### src/rtl/core_pkg.sv
// core_pkg: shared definitions for the front end of the five-stage core.
//   XLEN            : datapath width
//   CORE_RESET_PC   : default first fetch address after reset
//   CORE_NOP_INSTR  : addi x0,x0,0, presented when no instruction is held
//   fetch_state_e   : fetch FSM states
//   word_align      : clears the two low address bits
package core_pkg;

    localparam int XLEN = 32;

    localparam logic [XLEN-1:0] CORE_RESET_PC  = 32'h0000_0000;
    localparam logic [XLEN-1:0] CORE_NOP_INSTR = 32'h0000_0013;

    // IDLE : nothing outstanding
    // WAIT : one request outstanding, its data is wanted
    // DRAIN: one request outstanding, its data will be thrown away
    typedef enum logic [1:0] {
        IDLE  = 2'd0,
        WAIT  = 2'd1,
        DRAIN = 2'd2
    } fetch_state_e;

    function automatic logic [XLEN-1:0] word_align(input logic [XLEN-1:0] addr);
        return addr & {{(XLEN-2){1'b1}}, 2'b00};
    endfunction

endpackage

### src/rtl/fetch_skid_buf.sv
// fetch_skid_buf: one-entry {pc, instr} holding register that catches a
// fetched word when the decode-facing output register is stalled.
// Ports:
//   clk, rst          : clock, synchronous active-high reset
//   load              : capture load_pc/load_instr, mark valid
//   unload            : entry consumed, mark empty
//   flush             : discard entry (wins over load and unload)
//   load_pc/load_instr: entry to capture
//   skid_pc/skid_instr: held entry
//   skid_valid        : entry present
module fetch_skid_buf
    import core_pkg::*;
(
    input  logic            clk,
    input  logic            rst,
    input  logic            load,
    input  logic            unload,
    input  logic            flush,
    input  logic [XLEN-1:0] load_pc,
    input  logic [XLEN-1:0] load_instr,
    output logic [XLEN-1:0] skid_pc,
    output logic [XLEN-1:0] skid_instr,
    output logic            skid_valid
);

    // Entry register: flush beats load beats unload.
    always_ff @(posedge clk) begin
        if (rst) begin
            skid_pc    <= CORE_RESET_PC;
            skid_instr <= CORE_NOP_INSTR;
            skid_valid <= 1'b0;
        end else if (flush) begin
            skid_valid <= 1'b0;
        end else if (load) begin
            skid_pc    <= load_pc;
            skid_instr <= load_instr;
            skid_valid <= 1'b1;
        end else if (unload) begin
            skid_valid <= 1'b0;
        end
    end

endmodule

### src/rtl/fetch_unit.sv
// fetch_unit: instruction-fetch stage. Owns the PC, keeps at most one word
// read in flight to the instruction ROM, and hands {pc, instr} to decode
// through an output register backed by a one-entry skid buffer.
// Ports:
//   clk, rst                      : clock, synchronous active-high reset
//   stall                         : decode cannot accept, hold outputs
//   redirect_valid/redirect_sel   : control transfer (0: branch/JAL, 1: JALR)
//   pc_add_imm_32                 : branch/JAL target
//   rs1_data_add_imm_32_for_pc    : JALR target before bit-0 masking
//   rom_req/rom_addr              : registered read request, word aligned
//   rom_ready/rom_data            : one-cycle response for the request
//   pc/instr/pc_from_rom_ready    : IF/ID register and its valid
//   pc_misaligned                 : one-cycle pulse, redirect target unaligned
module fetch_unit
    import core_pkg::*;
#(
    parameter logic [XLEN-1:0] RESET_PC  = CORE_RESET_PC,
    parameter logic [XLEN-1:0] NOP_INSTR = CORE_NOP_INSTR
) (
    input  logic            clk,
    input  logic            rst,
    input  logic            stall,
    input  logic            redirect_valid,
    input  logic            redirect_sel,
    input  logic [XLEN-1:0] pc_add_imm_32,
    input  logic [XLEN-1:0] rs1_data_add_imm_32_for_pc,
    output logic            rom_req,
    output logic [XLEN-1:0] rom_addr,
    input  logic            rom_ready,
    input  logic [XLEN-1:0] rom_data,
    output logic [XLEN-1:0] pc,
    output logic [XLEN-1:0] instr,
    output logic            pc_from_rom_ready,
    output logic            pc_misaligned
);

    fetch_state_e    state_r, state_s;
    logic [XLEN-1:0] fetch_pc_r, fetch_pc_s;
    logic [XLEN-1:0] jalr_target_s, target_s;
    logic            issue_s, accept_s, space_s, misaligned_s;
    logic            out_load_rom_s, out_load_skid_s, out_clear_s;
    logic            skid_load_s, skid_unload_s, skid_flush_s;
    logic [XLEN-1:0] skid_pc_s, skid_instr_s;
    logic            skid_valid_s;

    // JALR clears bit 0 of its sum; the remaining low bit is what flags misalignment.
    assign jalr_target_s = rs1_data_add_imm_32_for_pc & 32'hFFFF_FFFE;
    assign target_s      = redirect_sel ? jalr_target_s : pc_add_imm_32;

    fetch_skid_buf u_skid (
        .clk        (clk),
        .rst        (rst),
        .load       (skid_load_s),
        .unload     (skid_unload_s),
        .flush      (skid_flush_s),
        .load_pc    (fetch_pc_r),
        .load_instr (rom_data),
        .skid_pc    (skid_pc_s),
        .skid_instr (skid_instr_s),
        .skid_valid (skid_valid_s)
    );

    // Next-PC mux, storage steering and FSM next state.
    always_comb begin
        state_s         = state_r;
        fetch_pc_s      = fetch_pc_r;
        issue_s         = 1'b0;
        accept_s        = 1'b0;
        space_s         = 1'b1;
        misaligned_s    = 1'b0;
        out_load_rom_s  = 1'b0;
        out_load_skid_s = 1'b0;
        out_clear_s     = 1'b0;
        skid_load_s     = 1'b0;
        skid_unload_s   = 1'b0;
        skid_flush_s    = 1'b0;
        if (redirect_valid) begin
            // Redirect flushes everything; any data returning now is dropped.
            fetch_pc_s   = word_align(target_s);
            misaligned_s = |target_s[1:0];
            out_clear_s  = 1'b1;
            skid_flush_s = 1'b1;
            case (state_r)
                IDLE: begin
                    state_s = WAIT;
                    issue_s = 1'b1;
                end
                WAIT, DRAIN: begin
                    if (rom_ready) begin
                        state_s = WAIT;
                        issue_s = 1'b1;
                    end else begin
                        // Old request still in flight: keep it, discard its data.
                        state_s = DRAIN;
                    end
                end
                default: begin
                    state_s = IDLE;
                end
            endcase
        end else begin
            accept_s = (state_r == WAIT) && rom_ready;
            if (accept_s) begin
                fetch_pc_s = fetch_pc_r + 32'd4;
                if (!pc_from_rom_ready || !stall) begin
                    out_load_rom_s = 1'b1;
                end else begin
                    skid_load_s = 1'b1;
                end
            end else if (!stall) begin
                if (skid_valid_s) begin
                    out_load_skid_s = 1'b1;
                    skid_unload_s   = 1'b1;
                end else begin
                    out_clear_s = 1'b1;
                end
            end else begin
                out_clear_s = 1'b0;
            end
            // A request may run across this edge only if the skid ends up empty.
            space_s = !(skid_load_s || (skid_valid_s && !skid_unload_s));
            case (state_r)
                IDLE: begin
                    if (space_s) begin
                        state_s = WAIT;
                        issue_s = 1'b1;
                    end else begin
                        state_s = IDLE;
                    end
                end
                WAIT, DRAIN: begin
                    if (rom_ready) begin
                        if (space_s) begin
                            state_s = WAIT;
                            issue_s = 1'b1;
                        end else begin
                            state_s = IDLE;
                        end
                    end else begin
                        state_s = state_r;
                    end
                end
                default: begin
                    state_s = IDLE;
                end
            endcase
        end
    end

    // FSM, fetch PC and ROM request registers.
    always_ff @(posedge clk) begin
        if (rst) begin
            state_r       <= IDLE;
            fetch_pc_r    <= RESET_PC;
            rom_req       <= 1'b0;
            rom_addr      <= RESET_PC;
            pc_misaligned <= 1'b0;
        end else begin
            state_r       <= state_s;
            fetch_pc_r    <= fetch_pc_s;
            rom_req       <= (state_s != IDLE);
            pc_misaligned <= misaligned_s;
            if (issue_s) begin
                rom_addr <= word_align(fetch_pc_s);
            end
        end
    end

    // IF/ID output register.
    always_ff @(posedge clk) begin
        if (rst) begin
            pc                <= RESET_PC;
            instr             <= NOP_INSTR;
            pc_from_rom_ready <= 1'b0;
        end else if (out_load_rom_s) begin
            pc                <= fetch_pc_r;
            instr             <= rom_data;
            pc_from_rom_ready <= 1'b1;
        end else if (out_load_skid_s) begin
            pc                <= skid_pc_s;
            instr             <= skid_instr_s;
            pc_from_rom_ready <= 1'b1;
        end else if (out_clear_s) begin
            instr             <= NOP_INSTR;
            pc_from_rom_ready <= 1'b0;
        end
    end

endmodule

### config.mk
export PLATFORM = sky130hd
export DESIGN_NAME = fetch_unit
export DESIGN_NICKNAME = d
export VERILOG_FILES = /design/src/rtl/core_pkg.sv /design/src/rtl/fetch_skid_buf.sv /design/src/rtl/fetch_unit.sv
export SDC_FILE = /design/constraint.sdc
export NUM_CORES = 1
export LEC_CHECK = 0
export ABC_AREA = 1
export CORE_UTILIZATION = 51
export CTS_BUF_LIST = sky130_fd_sc_hd__clkbuf_8
export DETAILED_ROUTE_END_ITERATION = 16
export PLACE_DENSITY = 0.82
export SLEW_MARGIN = 20
export SYNTH_ARGS = -nofsm -noshare
export SYNTH_HDL_FRONTEND = slang
export SYNTH_SLANG_ARGS = --single-unit
### constraint.sdc
create_clock -name clk -period 2.4 [get_ports clk]
set_input_delay 0.36 -clock clk [delete_from_list [all_inputs] [get_ports clk]]
set_output_delay 0.36 -clock clk [all_outputs]
set_load 0.05 [all_outputs]
==> impl_metrics.env <==
export IMPL_timing_fmax_mhz=483
export IMPL_ys_warn_count=0
export IMPL_cp_data_required_time_ns=2.79
export IMPL_die_x_um=130
export IMPL_postRouteWirelength_mm=23.0
export IMPL_place_congestion=0.925
export IMPL_setup_viol=0
export IMPL_cts_sinks=190
export IMPL_number_of_buffers_created_by_cts=17
export IMPL_drv_slew=0
export IMPL_mostFrequentLayoutCells="clkdlybuf4s50_1 (194), dfxtp_1 (190), nand2_1 (170)"
export IMPL_power_mw=7.06
export IMPL_wl_per_instance_um=14.9
export IMPL_maxCapViolations=0
export IMPL_grt_util_all_layers_pct=27.9
export IMPL_met3_length_mm=1.93
export IMPL_drtIter0Drc=680
export IMPL_critPathMaxFanout=11
export IMPL_ratio_of_cells_with_drive_above_1_in_the_final_layout_pct=8.07
export IMPL_crit_path_end_kind="register"
export IMPL_syn_inst=1139
export IMPL_clk_pin_slew_worst_paths_ns=0.10
export IMPL_sequential_to_total_area_share_from_yosys_stat_pct=45.8
export IMPL_layout_commonest_cell="clkdlybuf4s50_1"
export IMPL_hold_path_class="register to register"
export IMPL_dr_total_vias=8248
export IMPL_cts_max_level=4
export IMPL_top_level_ports=201
export IMPL_area_growth_syn_to_layout_pct=31.8
export IMPL_synth_async_reset_ratio_pct=0
export IMPL_floorplan_die_area_um2=16800
export IMPL_effective_utilization_at_floorplan_pct=52.3
export IMPL_fin_worst_skew_ns=0.0154
export IMPL_slew_headroom_pct=51.5
export IMPL_design_final_nets=1419
export IMPL_port_buffer_count=195
export IMPL_overall_die_height_um=130
export IMPL_layout_filler_cells=1345
export IMPL_post_cts_buffers=0
export IMPL_criticalPathCategory="register to register"
export IMPL_maximum_clock_insertion_buffer_count=2
export IMPL_cts_resized=0
export IMPL_p_leak_nw=4.33
export IMPL_fin_crit_sh_pct=86.2
export IMPL_m1WireLength_mm=10.5
export IMPL_min_period_ns=2.07
export IMPL_postCtsHoldBufs=0
export IMPL_n_antenna_cell=0
export IMPL_synth_main_ff_cell="dfxtp_1"
export IMPL_vdd_ir_drop_worst_v=0.000368
export IMPL_critical_path_startpoint_type="register"
export IMPL_first_pass_iters=5
export IMPL_detailed_place_hpwl_mm=16.4
export IMPL_num_rows=46
export IMPL_final_cells=1542
export IMPL_synth_seq_cells=190
export IMPL_grt_pass1_vias=7454
export IMPL_globalRoute_totalOverflow=0
export IMPL_dp_cells=1510
export IMPL_outcome="finished clean"
export IMPL_number_of_antenna_violations_at_the_first_check_in_global_routing=0
export IMPL_clock_latency_of_the_later_clocked_register_in_the_worst_skew_pair_ns=0.48
export IMPL_drt_vias_per_instance=5.35
export IMPL_totalNegativeSetupSlack_ns=0
export IMPL_met2_length_mm=10.1
export IMPL_top_layer_used="met4"
export IMPL_pre_cts_slack_ns=0.0329
export IMPL_p_per_area_nw_per_um2=645
export IMPL_worstMarginPinSlew_ns=0.728
export IMPL_synth_lib_cells_used_distinct=35
export IMPL_finalWorstSetupSlack_ns=0.331
export IMPL_grt_max_degree=72
export IMPL_rsz0062_at_grt="false"
export IMPL_avgSynthCellArea_um2=7.29
export IMPL_grt_pass1_wl_mm=36.5
export IMPL_synth_cell_area_um2=8300
export IMPL_antenna_left=0
export IMPL_remaining_drc_errors=0
export IMPL_number_of_enable_flip_flop_cells_after_synthesis=0
export IMPL_cts_tree="done"
export IMPL_hold_viol_final=0
export IMPL_cts_root_buffer_cell="clkbuf_8"
export IMPL_cp_arrival_ns=2.46
export IMPL_core_um2=15900
[Yosys cell counts, drive strengths merged, types with 21 or more instances]
cell type	number	area, um^2
clkbuf	56	210
o21a	21	158
dfxtp	190	3800
nor2	169	637
or2	31	194
nand3	68	340
o221ai	30	263
inv	113	424
nand2	171	644
a21oi	85	425
a31oi	31	194
o21ai	111	556
[metrics by stage]
| stage | util, % | hold slack (ns) | area (um^2) |
|---|---|---|---|
| floorplan | - | 0.422 | 8320 |
| global placement | 66.3 | 0.430 | 10500 |
| detailed placement | 66.3 | 0.435 | 10500 |
| CTS | 68.9 | 0.450 | 10900 |
| global route | 68.9 | 0.460 | 10900 |
| finish | 68.9 | 0.450 | 10900 |
[cells by family (layout without fill, tap and decap cells)]
logic type	Yosys count	in the layout	synth area share, %
AND/OR/NAND/NOR	458	458	23.3
AO/OA/AOI/OAI	290	290	20.6
buffers and inverters	191	375	9.13
flip-flops	190	190	45.8
adder cells (fa/ha/maj)	4	4	0.603
XOR/XNOR	3	3	0.316
multiplexers	2	2	0.241
other	1	4	0.0452
[flip-flops by register name, indices dropped and copies added, names as in the netlist]
name               cells
fetch_pc_r            30
instr                 32
pc                    30
pc_from_rom_ready      1
pc_misaligned          1
rom_addr              30
rom_req                1
state_r                2
u_skid.skid_instr     32
u_skid.skid_pc        30
u_skid.skid_valid      1
[cell type report]
class	instances	area, um^2	share of cell area [%]
Clock buffer	17	234	2.14
Clock inverter	15	176	1.61
Inverter	116	437	3.99
Multi-Input combinational cell	761	3760	34.4
Sequential cell	190	3800	34.8
Tap cell	216	270	2.47
Timing Repair Buffer	227	2260	20.7
[critical path, stage by stage, from the launching register on]
cell and delay (ns):
dfxtp_1 0.33, inv_1 0.11, ha_1 0.15, nand2_1 0.08
buf_12 0.16, nor2_1 0.29, nand3_1 0.19, nor2_2 0.24
nand3_1 0.10, nand3_1 0.13, nand3_1 0.09, nand2_1 0.08
inv_1 0.03
[where the power goes]
part	total, mW	switching [mW]	internal (mW)
sequential	3.42	0.117	3.30
combinational	1.46	0.901	0.554
clock	2.19	1.22	0.964
[path summary, 6_finish.rpt]
path,start,endpoint,slack (ns),cells past startpoint
setup / recovery,state_r[1],rom_addr[24],0.33,12
hold / removal,u_skid.skid_instr[29],u_skid.skid_instr[29],0.45,2
setup reg to reg,state_r[1],rom_addr[24],0.33,12
hold reg to reg,u_skid.skid_instr[29],u_skid.skid_instr[29],0.45,2
[per-layer routing]
metal | vias up | GRT usage [%]
met2 | 353 | 42.3
met5 | - | 0
met1 | 3759 | 39.0
met4 | 0 | 9.64
li1 | 4104 | -
met3 | 32 | 6.28
No activity file was read; power rests on OpenSTA's default activity.
